==> config.mk <==
export PLATFORM = sky130hd
export DESIGN_NAME = lr_sc_unit
export DESIGN_NICKNAME = d
export VERILOG_FILES = /design/src/rtl/lr_sc_unit_pkg.sv /design/src/rtl/lr_sc_unit_reservation.sv /design/src/rtl/lr_sc_unit.sv
export SDC_FILE = /design/constraint.sdc
export NUM_CORES = 1
export LEC_CHECK = 0
export BUFFER_PORTS_ARGS = -buffer_cell sky130_fd_sc_hd__buf_2
export CAP_MARGIN = 10
export CELL_PAD_IN_SITES_DETAIL_PLACEMENT = 0
export CELL_PAD_IN_SITES_GLOBAL_PLACEMENT = 1
export CORE_MARGIN = 2
export CORE_UTILIZATION = 38
export CTS_CLUSTER_SIZE = 20
export DETAILED_ROUTE_END_ITERATION = 10
export PLACE_DENSITY_LB_ADDON = 0.1
export SLEW_MARGIN = 20
export SYNTH_ARGS = -nofsm -noshare
export SYNTH_HDL_FRONTEND = slang
export SYNTH_SLANG_ARGS = --single-unit
==> constraint.sdc <==
create_clock -name i_clk -period 6.2 [get_ports i_clk]
set_input_delay 1.24 -clock i_clk [delete_from_list [all_inputs] [get_ports i_clk]]
set_output_delay 1.24 -clock i_clk [all_outputs]
set_load 0.01 [all_outputs]
==> src/rtl/lr_sc_unit_pkg.sv <==
// Shared types and constants for the LR/SC reservation unit.
package lr_sc_unit_pkg;

    typedef enum logic [1:0] {
        IDLE  = 2'd0,
        LR_RD = 2'd1,
        SC_WR = 2'd2,
        DONE  = 2'd3
    } lr_sc_state_t;

    localparam logic SC_SUCCESS = 1'b0;
    localparam logic SC_FAIL    = 1'b1;

    // RV-A (AMO) major opcode
    localparam logic [6:0] OPCODE_AMO = 7'b0101111;

    function automatic logic is_misaligned(input logic [1:0] lsb);
        return lsb != 2'b00;
    endfunction

endpackage

==> src/rtl/lr_sc_unit_reservation.sv <==
// Single-entry load reservation: valid bit, reserved word address, hit and snoop compare.
module lr_reservation
    import lr_sc_unit_pkg::*;
#(
    parameter int XLEN = 32
) (
    input  logic            clk,
    input  logic            rst,
    input  logic            set,
    input  logic            clear,
    input  logic [XLEN-1:0] set_addr,
    input  logic [XLEN-1:0] lookup_addr,
    input  logic            snoop_wr,
    input  logic [XLEN-1:0] snoop_addr,
    output logic            hit
);

    logic            valid;
    logic [XLEN-1:0] word;
    logic            snoop_res;
    logic            snoop_set;

    assign snoop_res = snoop_wr && ((snoop_addr >> 2) == word);
    assign snoop_set = snoop_wr && ((snoop_addr >> 2) == (set_addr >> 2));
    assign hit       = valid && ((lookup_addr >> 2) == word) && !snoop_res;

    // Clearing wins over setting; a store racing the LR completion kills the new reservation.
    always_ff @(posedge clk or posedge rst) begin
        if (rst) begin
            valid <= 1'b0;
            word  <= '0;
        end else if (clear) begin
            valid <= 1'b0;
        end else if (set) begin
            valid <= !snoop_set;
            word  <= set_addr >> 2;
        end else if (snoop_res) begin
            valid <= 1'b0;
        end
    end

endmodule

==> src/rtl/lr_sc_unit.sv <==
// LR/SC execution unit: issues the bus access, tracks the reservation, reports SC status.
module lr_sc_unit
    import lr_sc_unit_pkg::*;
#(
    parameter int XLEN = 32
) (
    input  logic            i_clk,
    input  logic            i_rst,
    input  logic            i_atomic,
    input  logic            i_sc,
    input  logic [XLEN-1:0] i_addr,
    input  logic [XLEN-1:0] i_wdata,
    input  logic            i_snoop_wr,
    input  logic [XLEN-1:0] i_snoop_addr,
    input  logic            i_flush,
    output logic            o_mem_rd,
    output logic            o_mem_wr,
    output logic [XLEN-1:0] o_mem_addr,
    output logic [XLEN-1:0] o_mem_wdata,
    input  logic            i_mem_ready,
    input  logic [XLEN-1:0] i_mem_rdata,
    output logic            o_stall,
    output logic            o_done,
    output logic [XLEN-1:0] o_rdata,
    output logic            o_ex_misaligned
);

    lr_sc_state_t    state;
    logic [XLEN-1:0] addr_q;
    logic [XLEN-1:0] wdata_q;
    logic [XLEN-1:0] rdata_q;
    logic            misal_q;
    logic            kill_q;

    logic accept;
    logic misal;
    logic res_hit;
    logic res_set;
    logic res_clear;

    assign accept    = (state == IDLE) && i_atomic && !i_flush;
    assign misal     = is_misaligned(i_addr[1:0]);
    assign res_set   = (state == LR_RD) && i_mem_ready && !kill_q && !i_flush;
    assign res_clear = i_flush || (accept && i_sc && !misal);

    lr_reservation #(.XLEN(XLEN)) u_reservation (
        .clk         (i_clk),
        .rst         (i_rst),
        .set         (res_set),
        .clear       (res_clear),
        .set_addr    (addr_q),
        .lookup_addr (i_addr),
        .snoop_wr    (i_snoop_wr),
        .snoop_addr  (i_snoop_addr),
        .hit         (res_hit)
    );

    always_ff @(posedge i_clk or posedge i_rst) begin
        if (i_rst) begin
            state   <= IDLE;
            addr_q  <= '0;
            wdata_q <= '0;
            rdata_q <= '0;
            misal_q <= 1'b0;
            kill_q  <= 1'b0;
        end else begin
            case (state)
                IDLE: begin
                    if (accept) begin
                        addr_q  <= i_addr;
                        wdata_q <= i_wdata;
                        misal_q <= misal;
                        kill_q  <= 1'b0;
                        if (misal) begin
                            state   <= DONE;
                            rdata_q <= '0;
                        end else if (!i_sc) begin
                            state <= LR_RD;
                        end else if (res_hit) begin
                            state <= SC_WR;
                        end else begin
                            state   <= DONE;
                            rdata_q <= XLEN'(SC_FAIL);
                        end
                    end
                end
                LR_RD, SC_WR: begin
                    // A flushed access still completes on the bus but never reports.
                    if (i_mem_ready) begin
                        state   <= (kill_q || i_flush) ? IDLE : DONE;
                        rdata_q <= (state == LR_RD) ? i_mem_rdata : XLEN'(SC_SUCCESS);
                    end else if (i_flush) begin
                        kill_q <= 1'b1;
                    end
                end
                default: state <= IDLE;
            endcase
        end
    end

    assign o_mem_rd        = (state == LR_RD);
    assign o_mem_wr        = (state == SC_WR);
    assign o_mem_addr      = addr_q;
    assign o_mem_wdata     = wdata_q;
    assign o_stall         = accept || o_mem_rd || o_mem_wr;
    assign o_done          = (state == DONE) && !i_flush;
    assign o_ex_misaligned = o_done && misal_q;
    assign o_rdata         = rdata_q;

endmodule

Word level (Yosys, flattened, before mapping)
Cells that the tools add are included.
- equality and inequality tests: 12
- muxes and demuxes: 21
- bitwise operators: 1
- reduce and logical (&&, ||, !) cells: 32
- operators with widths (kind ; number):
    32-bit 2-to-1 mux ; 6
    30-bit equality test ; 3
    32-bit one-hot mux with 2 select lines ; 1
    1-bit logical AND ; 13
    2-bit 2-to-1 mux ; 5
    2-bit != test (second input constant) ; 4
    1-bit 2-to-1 mux ; 7
    3-bit != test (second input constant) ; 2
    2-bit AND reduction ; 3
    1-bit zero test ; 5
    5-bit AND reduction ; 1
    2-bit equality test (second input constant) ; 2
    1-bit logical OR ; 4
    2-bit one-hot mux with 2 select lines ; 1
    4-bit AND reduction ; 1
    2-bit nonzero test ; 2
    3-bit nonzero test ; 1
    2-bit by 1-bit equality test with 1-bit output (second input constant) ; 1
    2-bit zero test ; 1
    1-bit one-hot mux with 2 select lines ; 1
    2-bit OR reduction ; 1
    1-bit inverter ; 1
- register bits: 131
- bits of input ports: 135
- output and inout port bits: 101
- logic and storage cells: 74

Depth between registers and ports, before layout
- word-level depth: 9
- depth in mapped cells: 9

Cells and area by module
From an unflattened synthesis, not the netlist that was laid out.
- cells, all modules: 505
- area total of the unflattened synthesis: 6273.5 µm²
- by module, submodules not included (module ; instances ; cells each ; area an instance (µm²)):
    lr_sc_unit ; 1 ; 315 ; 4136.5
    lr_reservation ; 1 ; 190 ; 2137.0

Worst setup path before layout
OpenSTA, ideal clock, no wires.
- kind: input to output
- start: input port i_flush
- end: output port o_stall
- data arrival time: 1957 ps
- required time: 4960 ps
- path slack: 3003 ps
- stages: 4
- path buffers: 1
- cell sequence: nand2b_1 nor2_1 clkbuf_1 or3_1
- longest elaborated chain between the ends: 4
- ends and longest elaborated chain (item ; RTL line ; source):
    start: declaration ; lr_sc_unit.sv:15 ; input logic i_flush,
    1-bit zero test ; lr_sc_unit.sv:41 ; assign accept = (state == IDLE) && i_atomic && !i_flush;
    1-bit logical AND ; lr_sc_unit.sv:41 ;
    1-bit logical OR (2 in series) ; lr_sc_unit.sv:105 ; assign o_stall = accept || o_mem_rd || o_mem_wr;
    end: declaration ; lr_sc_unit.sv:22 ; output logic o_stall,
No other way between the ends.

Worst setup path after layout
- start: input port i_addr[1]
- end: register state[0]
- longest elaborated chain between the ends: 4
- ends and longest elaborated chain (item ; RTL line ; source):
    start: declaration ; lr_sc_unit.sv:11 ; input logic [XLEN-1:0] i_addr,
    2-bit nonzero test ; lr_sc_unit_pkg.sv:18 ; return lsb != 2'b00;
    2-bit 2-to-1 mux ; lr_sc_unit.sv:74 ; if (misal) begin
    2-bit 2-to-1 mux ; lr_sc_unit.sv:69 ; if (accept) begin
    2-bit one-hot mux with 2 select lines ; lr_sc_unit.sv:67 ; case (state)
    end signal: assignment ; lr_sc_unit.sv:90 ; state <= (kill_q || i_flush) ? IDLE : DONE;
    end: declaration ; lr_sc_unit.sv:28 ; lr_sc_state_t state;
No other way between the ends. The select of a mux whose other input is x is not followed.
A chain may end at the register's enable or synchronous reset.

==> out/metrics.csv <==
metric,value,unit
synthesis.area,0.007142,mm^2
drtIter0Drc,352,
cts_tree,done,
h-tree-depth,4,
drive_gt1_share,33.53,%
slowest_delay,750,ps
drc,0,
mostFrequentLayoutCells,"nand2_1 (258), buf_2 (233), dfrtp_1 (131)",
cts.sinks,131,
slowest_stage,nor2_2,
worst_pin_slew,1032,ps
max_freq,289.8,MHz
critPathCaptureType,flop,
grt_max_degree,97,
finalNonFillerCells,1250,
via_per_inst,5.072,
power_density,491.4,mW/mm^2
synthArstFlopShare,100.0,%
ioPinCount,236,
cp.arrival,3760,ps
cp-start-kind,input port,
path_delay_family,simple AND/OR/NAND/NOR gates,
worstSkewPairLatency,430,ps
synthFlopType,dfrtp_1,
synth_area_leader_cell,dfrtp_1,
cts_buffers,17,
regArea,0.003278,mm^2
gp_congestion,0.7685,
cp_cell_sequence,"buf_2, nor2_1, nand4_1, or4_1, nor2_2, buf_4, nand4_1, a22o_1",
cts_hold_buf,0,
dieArea,0.01991,mm^2
start_util,38.44,%
grt_pass1_vias,6185,
post-dp-hpwl,14090,um
drt-total-wl,21020,um
clk_pin_slew_worst_paths,70,ps
cp_max_fo,20,
ys_warn_count,0,
firstDrtPassIters,4,
coreArea,0.01858,mm^2
cts_resized,0,
min_period,3451,ps
ys_seq_area_share,45.90,%
vias,6340,
slew_violations,0,
postCtsSetupBuffers,0,
synth_edf_count,0,
cp_data_required_time,6510,ps
status,"finished, final reports clean",
die_h,141.1,um
ys_ff_latch,131,
grt-ovfl-total,0,
path_common_cell,nand4_1,
track_usage,21.71,%
finalCritPeriodShare,55.66,%
synthTopCellsByArea,"dfrtp_1 (46%), nand2_1 (14%), xnor2_1 (9.2%)",
antenna_left,0,
clock_path_buffers,2,
max-vdd-ir-drop,0.2135,mV
maxCapViolations,0,
finClkSkew,9.893,ps
setup_viol,0,
setup_tns,0,ps
worst_hold_slack,469.3,ps
root_buffer,clkbuf_16,
place_inst,1216,
nFillCells,1862,
netlist.area_leader.share,45.90,%
num_rows,50,
final_nets,1141,
syn_avg_cell_area,8.961,um^2
fp.dieW,141.1,um
leakage,4.294,nW
grt_pass1_wl,34110,um
antenna_found_initial,2,
syn_nets,937,
dp_slack,2304,ps
multi_input_area,0.003652,mm^2
rsz0062_at_grt,no,
final_common_cell,nand2_1,
path_class,in -> reg,
hold_viol_final,0,
fin_ws,2749,ps
relSlewSlack,31.22,%
wire_per_inst,16.81,um
portBuffers,233,
synthCells,797,
cp.buffers_inverters,2,
synth.distinct_cells,37,
area_delta_synth_final,26.44,%
hold_class,reg -> reg,
-- sequential cells by signal (all words and copies together), names as in the netlist --
signal and flops:
kill_q 1, o_mem_addr 32, misal_q 1, u_reservation.valid 1, state 2, u_reservation.word 30
o_mem_wdata 32, o_rdata 32
-- worst register-to-register path: stages, from the launching register on --
cell	delay, ps
dfrtp_1	410
xnor2_1	210
nand4_1	190
or4_1	610
nor2_2	750
buf_4	360
nand4_1	120
a22o_1	200
-- metrics by stage --
| stage | util [%] | cell area [um^2] | power (mW) |
|---|---|---|---|
| floorplan | - | 7142 | 2.839 |
| global placement | 45.58 | 8469 | 3.509 |
| detailed placement | 45.58 | 8469 | 3.515 |
| CTS | 48.57 | 9025 | 4.495 |
| global route | 48.59 | 9027 | 4.792 |
| finish | 48.60 | 9030 | 4.438 |
-- per-layer routing --
layer / GRT usage, % / part of all wire (%) / vias up
met1: 31.27 / 49 / 2975
met4: 5.211 / 0.94 / 0
li1: - / - / 3158
met5: 0 / 0 / -
met2: 32.06 / 43 / 191
met3: 6.522 / 6.8 / 16
-- worst paths after layout --
path,from,endpoint,slack [ps],cells past startpoint
worst max register to register,u_reservation.word[8]$_DFFE_PP0P_,state[0]$_DFFE_PP0P_,3240,7
worst min register to register,o_mem_wdata[0]$_DFFE_PP0P_,o_mem_wdata[0]$_DFFE_PP0P_,470,2
worst max-delay path,i_addr[1],state[0]$_DFFE_PP0P_,2750,8
worst min-delay path,o_mem_wdata[0]$_DFFE_PP0P_,o_mem_wdata[0]$_DFFE_PP0P_,470,2
min in group asynchronous,i_rst,o_mem_addr[10]$_DFFE_PP0P_,960,2
max in group asynchronous,i_rst,o_mem_wdata[9]$_DFFE_PP0P_,4080,3
-- final cells by class --
class,instances,share of cell area [%]
antenna,2,0.05542
clock buffer,19,4.905
clock inverter,13,1.247
inverter,6,0.3048
multi-input combinational,605,40.45
sequential,131,36.30
tap,234,3.242
timing repair buffer,240,13.50
-- kinds of logic after synthesis --
| family | Yosys count | share of synthesized area (%) |
|---|---|---|
| XOR/XNOR | 90 | 11.04 |
| flip-flops | 131 | 45.90 |
| AO/OA/AOI/OAI | 107 | 11.62 |
| adder cells (fa/ha/maj) | 5 | 0.8760 |
| multiplexers | 30 | 4.730 |
| AND/OR/NAND/NOR | 373 | 22.20 |
| buffers and inverters | 61 | 3.644 |
-- cells in the mapped netlist (7+ instances only) --
| cell type | instances |
|---|---|
| nand2_1 | 258 |
| nand4_1 | 53 |
| a21oi_2 | 29 |
| xnor2_1 | 75 |
| clkbuf_1 | 46 |
| o311ai_1 | 30 |
| nor2_1 | 38 |
| mux2_2 | 30 |
| dfrtp_1 | 131 |
| o22ai_1 | 32 |
| nor4_1 | 7 |
| xor2_1 | 15 |
-- power breakdown --
group	internal [mW]	leakage, nW	total [mW]	switching [mW]
Clock	0.535	0.265	0.951	0.417
Sequential	1.24	1.66	1.58	0.340
Combinational	0.820	2.37	1.91	1.09
Power figures use the tool's default switching activity.
